File: src/rtl/uart_tx_engine.sv
// UART transmitter: 8N1-style frame serializer driven by an external oversampling tick,
// with optional parity bit and configurable stop length.
module uart_tx_engine #(
   parameter int D_W        = 8,
   parameter int B_TICK     = 16,
   parameter int STOP_TICKS = 16,
   parameter int PARITY_EN  = 0,
   parameter int PARITY_ODD = 0
) (
   input  logic           clk,
   input  logic           rst,
   input  logic           tick,
   input  logic           tx_start,
   input  logic [D_W-1:0] din,
   output logic           txd,
   output logic           tx_busy,
   output logic           tx_done
);

   localparam int S_MAX = (B_TICK > STOP_TICKS) ? B_TICK : STOP_TICKS;
   localparam int S_W   = (S_MAX > 1) ? $clog2(S_MAX) : 1;
   localparam int N_W   = (D_W > 1) ? $clog2(D_W) : 1;

   localparam logic [S_W-1:0] BIT_LAST  = S_W'(B_TICK - 1);
   localparam logic [S_W-1:0] STOP_LAST = S_W'(STOP_TICKS - 1);
   localparam logic [N_W-1:0] DATA_LAST = N_W'(D_W - 1);
   localparam logic           HAS_PAR   = (PARITY_EN != 0);
   localparam logic           ODD_INV   = (PARITY_ODD != 0);

   typedef enum logic [2:0] {IDLE, START, DATA, PARITY, STOP} state_t;

   state_t         state;
   logic [S_W-1:0] s_cnt;
   logic [N_W-1:0] n_cnt;
   logic [D_W-1:0] shift;
   logic [D_W-1:0] shift_nxt;
   logic           par_bit;

   assign shift_nxt = shift >> 1;

   // NOTE: the shift register and parity bit carry no reset; they are always
   // reloaded on acceptance before being driven onto the line.
   always_ff @(posedge clk) begin
      if (state == IDLE && tx_start) begin
         shift   <= din;
         par_bit <= (^din) ^ ODD_INV;
      end else if (state == DATA && tick && s_cnt == BIT_LAST) begin
         shift <= shift_nxt;
      end
   end

   // NOTE: all state uses non-blocking assignment so every register sees the
   // pre-edge values of its neighbours, regardless of statement order.
   always_ff @(posedge clk) begin
      if (rst) begin
         state   <= IDLE;
         s_cnt   <= '0;
         n_cnt   <= '0;
         txd     <= 1'b1;
         tx_busy <= 1'b0;
         tx_done <= 1'b0;
      end else begin
         tx_done <= 1'b0;
         case (state)
            IDLE: begin
               if (tx_start) begin
                  s_cnt   <= '0;
                  state   <= START;
                  tx_busy <= 1'b1;
                  txd     <= 1'b0;
               end
            end
            START: begin
               if (tick) begin
                  if (s_cnt == BIT_LAST) begin
                     s_cnt <= '0;
                     n_cnt <= '0;
                     state <= DATA;
                     txd   <= shift[0];
                  end else begin
                     s_cnt <= s_cnt + 1'b1;
                  end
               end
            end
            DATA: begin
               if (tick) begin
                  if (s_cnt == BIT_LAST) begin
                     s_cnt <= '0;
                     if (n_cnt == DATA_LAST) begin
                        if (HAS_PAR) begin
                           state <= PARITY;
                           txd   <= par_bit;
                        end else begin
                           state <= STOP;
                           txd   <= 1'b1;
                        end
                     end else begin
                        n_cnt <= n_cnt + 1'b1;
                        txd   <= shift_nxt[0];
                     end
                  end else begin
                     s_cnt <= s_cnt + 1'b1;
                  end
               end
            end
            PARITY: begin
               if (tick) begin
                  if (s_cnt == BIT_LAST) begin
                     s_cnt <= '0;
                     state <= STOP;
                     txd   <= 1'b1;
                  end else begin
                     s_cnt <= s_cnt + 1'b1;
                  end
               end
            end
            STOP: begin
               // Returning to IDLE here lets a start request in the tx_done cycle chain frames.
               if (tick) begin
                  if (s_cnt == STOP_LAST) begin
                     s_cnt   <= '0;
                     state   <= IDLE;
                     tx_busy <= 1'b0;
                     tx_done <= 1'b1;
                  end else begin
                     s_cnt <= s_cnt + 1'b1;
                  end
               end
            end
            default: begin
               state <= IDLE;
               txd   <= 1'b1;
            end
         endcase
      end
   end

endmodule

File: config.mk
export PLATFORM = sky130hd
export DESIGN_NAME = uart_tx_engine
export DESIGN_NICKNAME = d
export VERILOG_FILES = /design/src/rtl/uart_tx_engine.sv
export SDC_FILE = /design/constraint.sdc
export NUM_CORES = 1
export LEC_CHECK = 0
export BUFFER_PORTS_ARGS = -buffer_cell sky130_fd_sc_hd__buf_2
export CAP_MARGIN = 10
export CORE_MARGIN = 2
export CORE_UTILIZATION = 45
export CTS_CLUSTER_DIAMETER = 200
export CTS_CLUSTER_SIZE = 8
export DETAILED_ROUTE_END_ITERATION = 6
export GPL_ROUTABILITY_DRIVEN = 0
export SYNTH_ARGS = -nofsm -noshare
export SYNTH_HDL_FRONTEND = slang
export SYNTH_SLANG_ARGS = --single-unit
File: constraint.sdc
create_clock -name clk -period 5.7 [get_ports clk]
set_input_delay 0.285 -clock clk [delete_from_list [all_inputs] [get_ports clk]]
set_output_delay 0.285 -clock clk [all_outputs]
set_load 0.01 [all_outputs]
# == Yosys cells after proc, flatten, opt, wreduce, memory -nomap -nowiden ==
# Cells that the tools add are included.
# word_totals
word_cells,79
inputBits,12
out_inout_bits,3
register_bits,21
# op_classes
n_bitwise,2
n_eq_ne,18
muxes,35
n_addsub,2
reduce_logical,15
# ops
operator,n
$mux 3,13
$ne 2x2->1 const B,9
$mux 8,2
$pmux 3 s5,1
$mux 1,12
$mux 4,3
$reduce_and 10->1,1
$pmux 4 s2,1
$reduce_and 8->1,1
$reduce_bool 2->1,4
$eq 3x2->1 const B,2
$eq 3x3->1 const B,2
$ne 2x1->1 const B,3
$pmux 3 s2,1
$reduce_and 6->1,1
$pmux 1 s5,1
$add 4x1->4 const B,1
$eq 4x4->1 const B,1
$reduce_and 4->1,1
$reduce_or 4->1,1
$add 3x1->3 const B,1
$eq 3x1->1 const B,1
$logic_and 1x1->1,3
$logic_not 3->1,1
4 further kinds,5

# == Depth between registers and ports, before layout ==
# logic_depth
word_depth,5
depth_mapped,6
depth_no_buf,6

# == Worst setup path after synthesis ==
# OpenSTA, ideal clock, no wires.
# synth_path
path_type,register to register
start,register state[1]
end,register shift[0] (enable)
slack_ns,3.750
setup_ns,0.376
synth_period_minus_slack_ns,1.950
n_path_buf,1
t_arrival_ns,1.574
stages_incl_launch_ff,4
t_required_ns,5.324
cell_sequence,dfxtp_1 -> clkbuf_1 -> or3b_2 -> o22ai_1
# synth_between
elab_chain_len,4
word_cells_on_any_way,6
classes_between,eq/ne: 1; reduce/logical: 5
# synth_lines
element,line_no,source
from (decl),32,state_t state;
from (signal assigned),56,state <= IDLE;
from (signal assigned),68,state <= START;
from (signal assigned),78,state <= DATA;
$eq 3x2->1,47,end else if (state == DATA && tick && s_cnt == BIT_LAST) begin
$logic_and 1x1->1 (2 in a row),47,
$reduce_bool 2->1 (no source line) (*),-,
to (signal assigned),45,shift <= din;
to (signal assigned),48,shift <= shift_nxt;
to (decl),35,logic [D_W-1:0] shift;
# Mark *: on every way between the ends. The rest lies on a longest branch, timed or not.
# A chain may end at the register's enable or synchronous reset.

# == Final worst setup path ==
# layout_path
start,register s_cnt[0]
end,register shift[1] (enable)
# layout_between
elab_chain_len,3
# layout_lines
element,line_no,source
from (decl),33,logic [S_W-1:0] s_cnt;
from (signal assigned),81,s_cnt <= s_cnt + 1'b1;
from (signal assigned),102,s_cnt <= s_cnt + 1'b1;
from (signal assigned),113,s_cnt <= s_cnt + 1'b1;
$eq 4x4->1,47,
$logic_and 1x1->1,47,
$reduce_bool 2->1 (no source line),-,
# No other way between the ends.

==> flow_metrics.tcl <==
set metrics [dict create \
    io_pins 15 \
    worstSetupStartpointType "flop" \
    num_vias 835 \
    period_share_pct 37.2 \
    core-area_mm2 0.00225 \
    power_density_mw_per_mm2 230 \
    synthTopCellsByCount "13 x dfxtp_1, 8 x a21oi_1, 8 x edfxtp_1" \
    outcome "finished, final reports clean" \
    syn_inst 106 \
    cts_tree "built" \
    irDropWorstVdd_mv 0.137 \
    synth_top_area_cell "dfxtp_1" \
    cts_made_buffers 3 \
    ys_seq_area_share_pct 46.0 \
    ff2ff_path_depth 3 \
    cts_hold_buf 0 \
    drive_gt1_share_pct 25.6 \
    worst_slew_pin_slew_ps 766 \
    cp_max_fo 11 \
    clock_path_buffers 2 \
    hold_viol_final 0 \
    synth_edf_count 8 \
    syn-cell-area_mm2 0.00109 \
    ctsRootBufferMaster "clkbuf_4" \
    wl_per_cell_um 13.0 \
    cellLeakagePower_nw 0.430 \
    dieArea_mm2 0.00283 \
    grt_antenna_before_repair 0 \
    grt_pass1_vias 774 \
    synth_top_family_by_area "simple AND/OR/NAND/NOR gates" \
    hpwl_mm 1.36 \
    relSlewSlack_pct 48.9 \
    diodes 0 \
    clock_sinks 21 \
    wl_met1_um 906 \
    synth_compound_area_share_pct 15.1 \
    post_synth_and_or_nand_nor_area_fraction_pct 23.9 \
    crit_required_ps 5650 \
    drt_wl_total_mm 1.88 \
    synth_most_common_cell "dfxtp_1" \
    synth_cell_type_count 36 \
    fmax_ghz 0.472 \
    layoutNonFillerInstCount 145 \
    die_h_um 53.2 \
    synthTopCellsByArea "dfxtp_1 24%, edfxtp_1 22%, mux2_2 7.2%" \
    register_area_um2 500 \
    ys_ff_latch 21 \
    start_util_pct 48.3 \
    route.detailed.drc 0 \
    drv_cap 0 \
    skew_ps 4.65 \
    total_power_mw 0.273 \
    grt_usage_pct 16.2 \
    avgSynthCellArea_um2 10.3 \
    wl_met2_um 913 \
    htreeDepth 1 \
    rows 17 \
    areaGrowthSynthToFinish_pct 9.08 \
    hold_depth 2 \
    synth.mux.area_fraction_pct 8.16 \
    yosys_warnings 0 \
    postCtsSetupRepairBufs 0 \
    endpoint_kind "flop" \
    io_buffers 14 \
    hold_path_class "input port to flop" \
    synthAdderAreaFrac_pct 3.45 \
    synth_xor_area_share_pct 0 \
    cts.repair.resized 0 \
    syn-num-nets 121 \
    slew_violations 0 \
    fin_nets 133 \
    async_flop_share_pct 0 \
    tns_ps 0 \
    worst-setup-path-type "flop to flop" \
    period_minus_slack_ps 2120 \
    worstSkewPairLatency_ps 300 \
    via_per_inst 5.76 \
    routed.top_layer "met4" \
    die_w_um 53.2 \
    multi_input_area_um2 551 \
    first_pass_iters 4 \
    synth_top_area_share_pct 23.9 \
    ant_nets 0 \
    holdWs_ps 253 \
    grt_pass1_wl_mm 3.33 \
    drt_iter0_drc 9 \
    setup_viol 0 \
    grt_overflow 0 \
    ys.flop_type "dfxtp_1" \
    fillers 220 \
    grt_setup_unrepaired "no" \
    place_inst 141 \
    wl_met3_um 47 \
    arrival_ps 2070 \
    clkTransAtPathRegs_ps 120 \
    grt_max_degree 18 \
]
[final timing paths]
kind	slack (ps)	end	from
worst min register to register	480	n_cnt[2]	n_cnt[2]
worst max-delay path	3580	shift[1]	s_cnt[0]
worst max register to register	3580	shift[1]	s_cnt[0]
worst min-delay path	250	shift[7]	din[7]
[flip-flops by register name, indices dropped and copies added (netlist names)]
register  count
n_cnt         3
s_cnt         4
shift         8
state         3
tx_busy       1
tx_done       1
txd           1
[kinds of logic after synthesis]
| logic type | count (synthesis) |
|---|---|
| adders and majority gates | 3 |
| muxes | 8 |
| AOI/OAI and AO/OA | 26 |
| buffers and inverters | 8 |
| DFF | 21 |
| and+or+nand+nor | 40 |
[final cells by class]
| class | count | share of cell area (%) |
|---|---|---|
| clock buffers | 3 | 1.90 |
| clock inverters | 1 | 0.421 |
| inverters | 1 | 0.316 |
| multi-input cells | 77 | 46.4 |
| flip-flops and latches | 21 | 42.1 |
| well taps | 28 | 2.95 |
| repair buffers | 14 | 5.90 |
[where the power goes]
part	internal, mW	switching, mW	leakage [nW]
clock	0.0261	0.0448	0.0177
combinational	0.0159	0.0162	0.230
sequential	0.164	0.00505	0.183
[metal layers]
| layer | global-route usage [%] | vias to the layer above |
|---|---|---|
| met5 | 0 | - |
| met4 | 7.69 | 0 |
| met3 | 2.54 | 2 |
| met2 | 26.3 | 10 |
| met1 | 20.8 | 398 |
| li1 | - | 425 |
[critical path, stage by stage, from the launching register on]
cell	delay [ps]
dfxtp_1	380
ha_1	250
nand4_1	400
o22ai_1	740
[layout by cell type (no fill, tap or decap)]
master	instances
nor2_1	6
a31oi_1	5
nor4bb_1	1
or3b_1	1
ha_1	3
nor2b_1	1
edfxtp_1	8
o32ai_1	1
nor4b_1	2
nor3_1	2
o21ai_0	6
nor3b_1	2
nand2_1	3
and3_1	1
nand2b_1	5
or3b_2	1
o21bai_1	1
dfxtp_1	13
buf_2	14
nand4_1	2
or4_1	1
a211oi_2	2
clkinv_2	1
a211oi_1	2
or4b_1	1
clkbuf_4	3
o22ai_1	1
nand3b_1	1
nand3_1	4
a21oi_1	8
or2_2	1
nor4b_4	1
inv_1	1
mux2i_1	1
or3_1	1
mux2_2	7
and2_1	3
[metrics by stage]
stage | utilization, % | cell area, µm² | setup WS (ps)
after floorplan | - | 1090 | 3750
after global placement | 51.4 | 1160 | 3620
after detailed placement | 51.4 | 1160 | 3580
after CTS | 52.7 | 1190 | 3560
after global routing | 52.7 | 1190 | 3380
final | 52.7 | 1190 | 3580
Power figures use the tool's default switching activity.
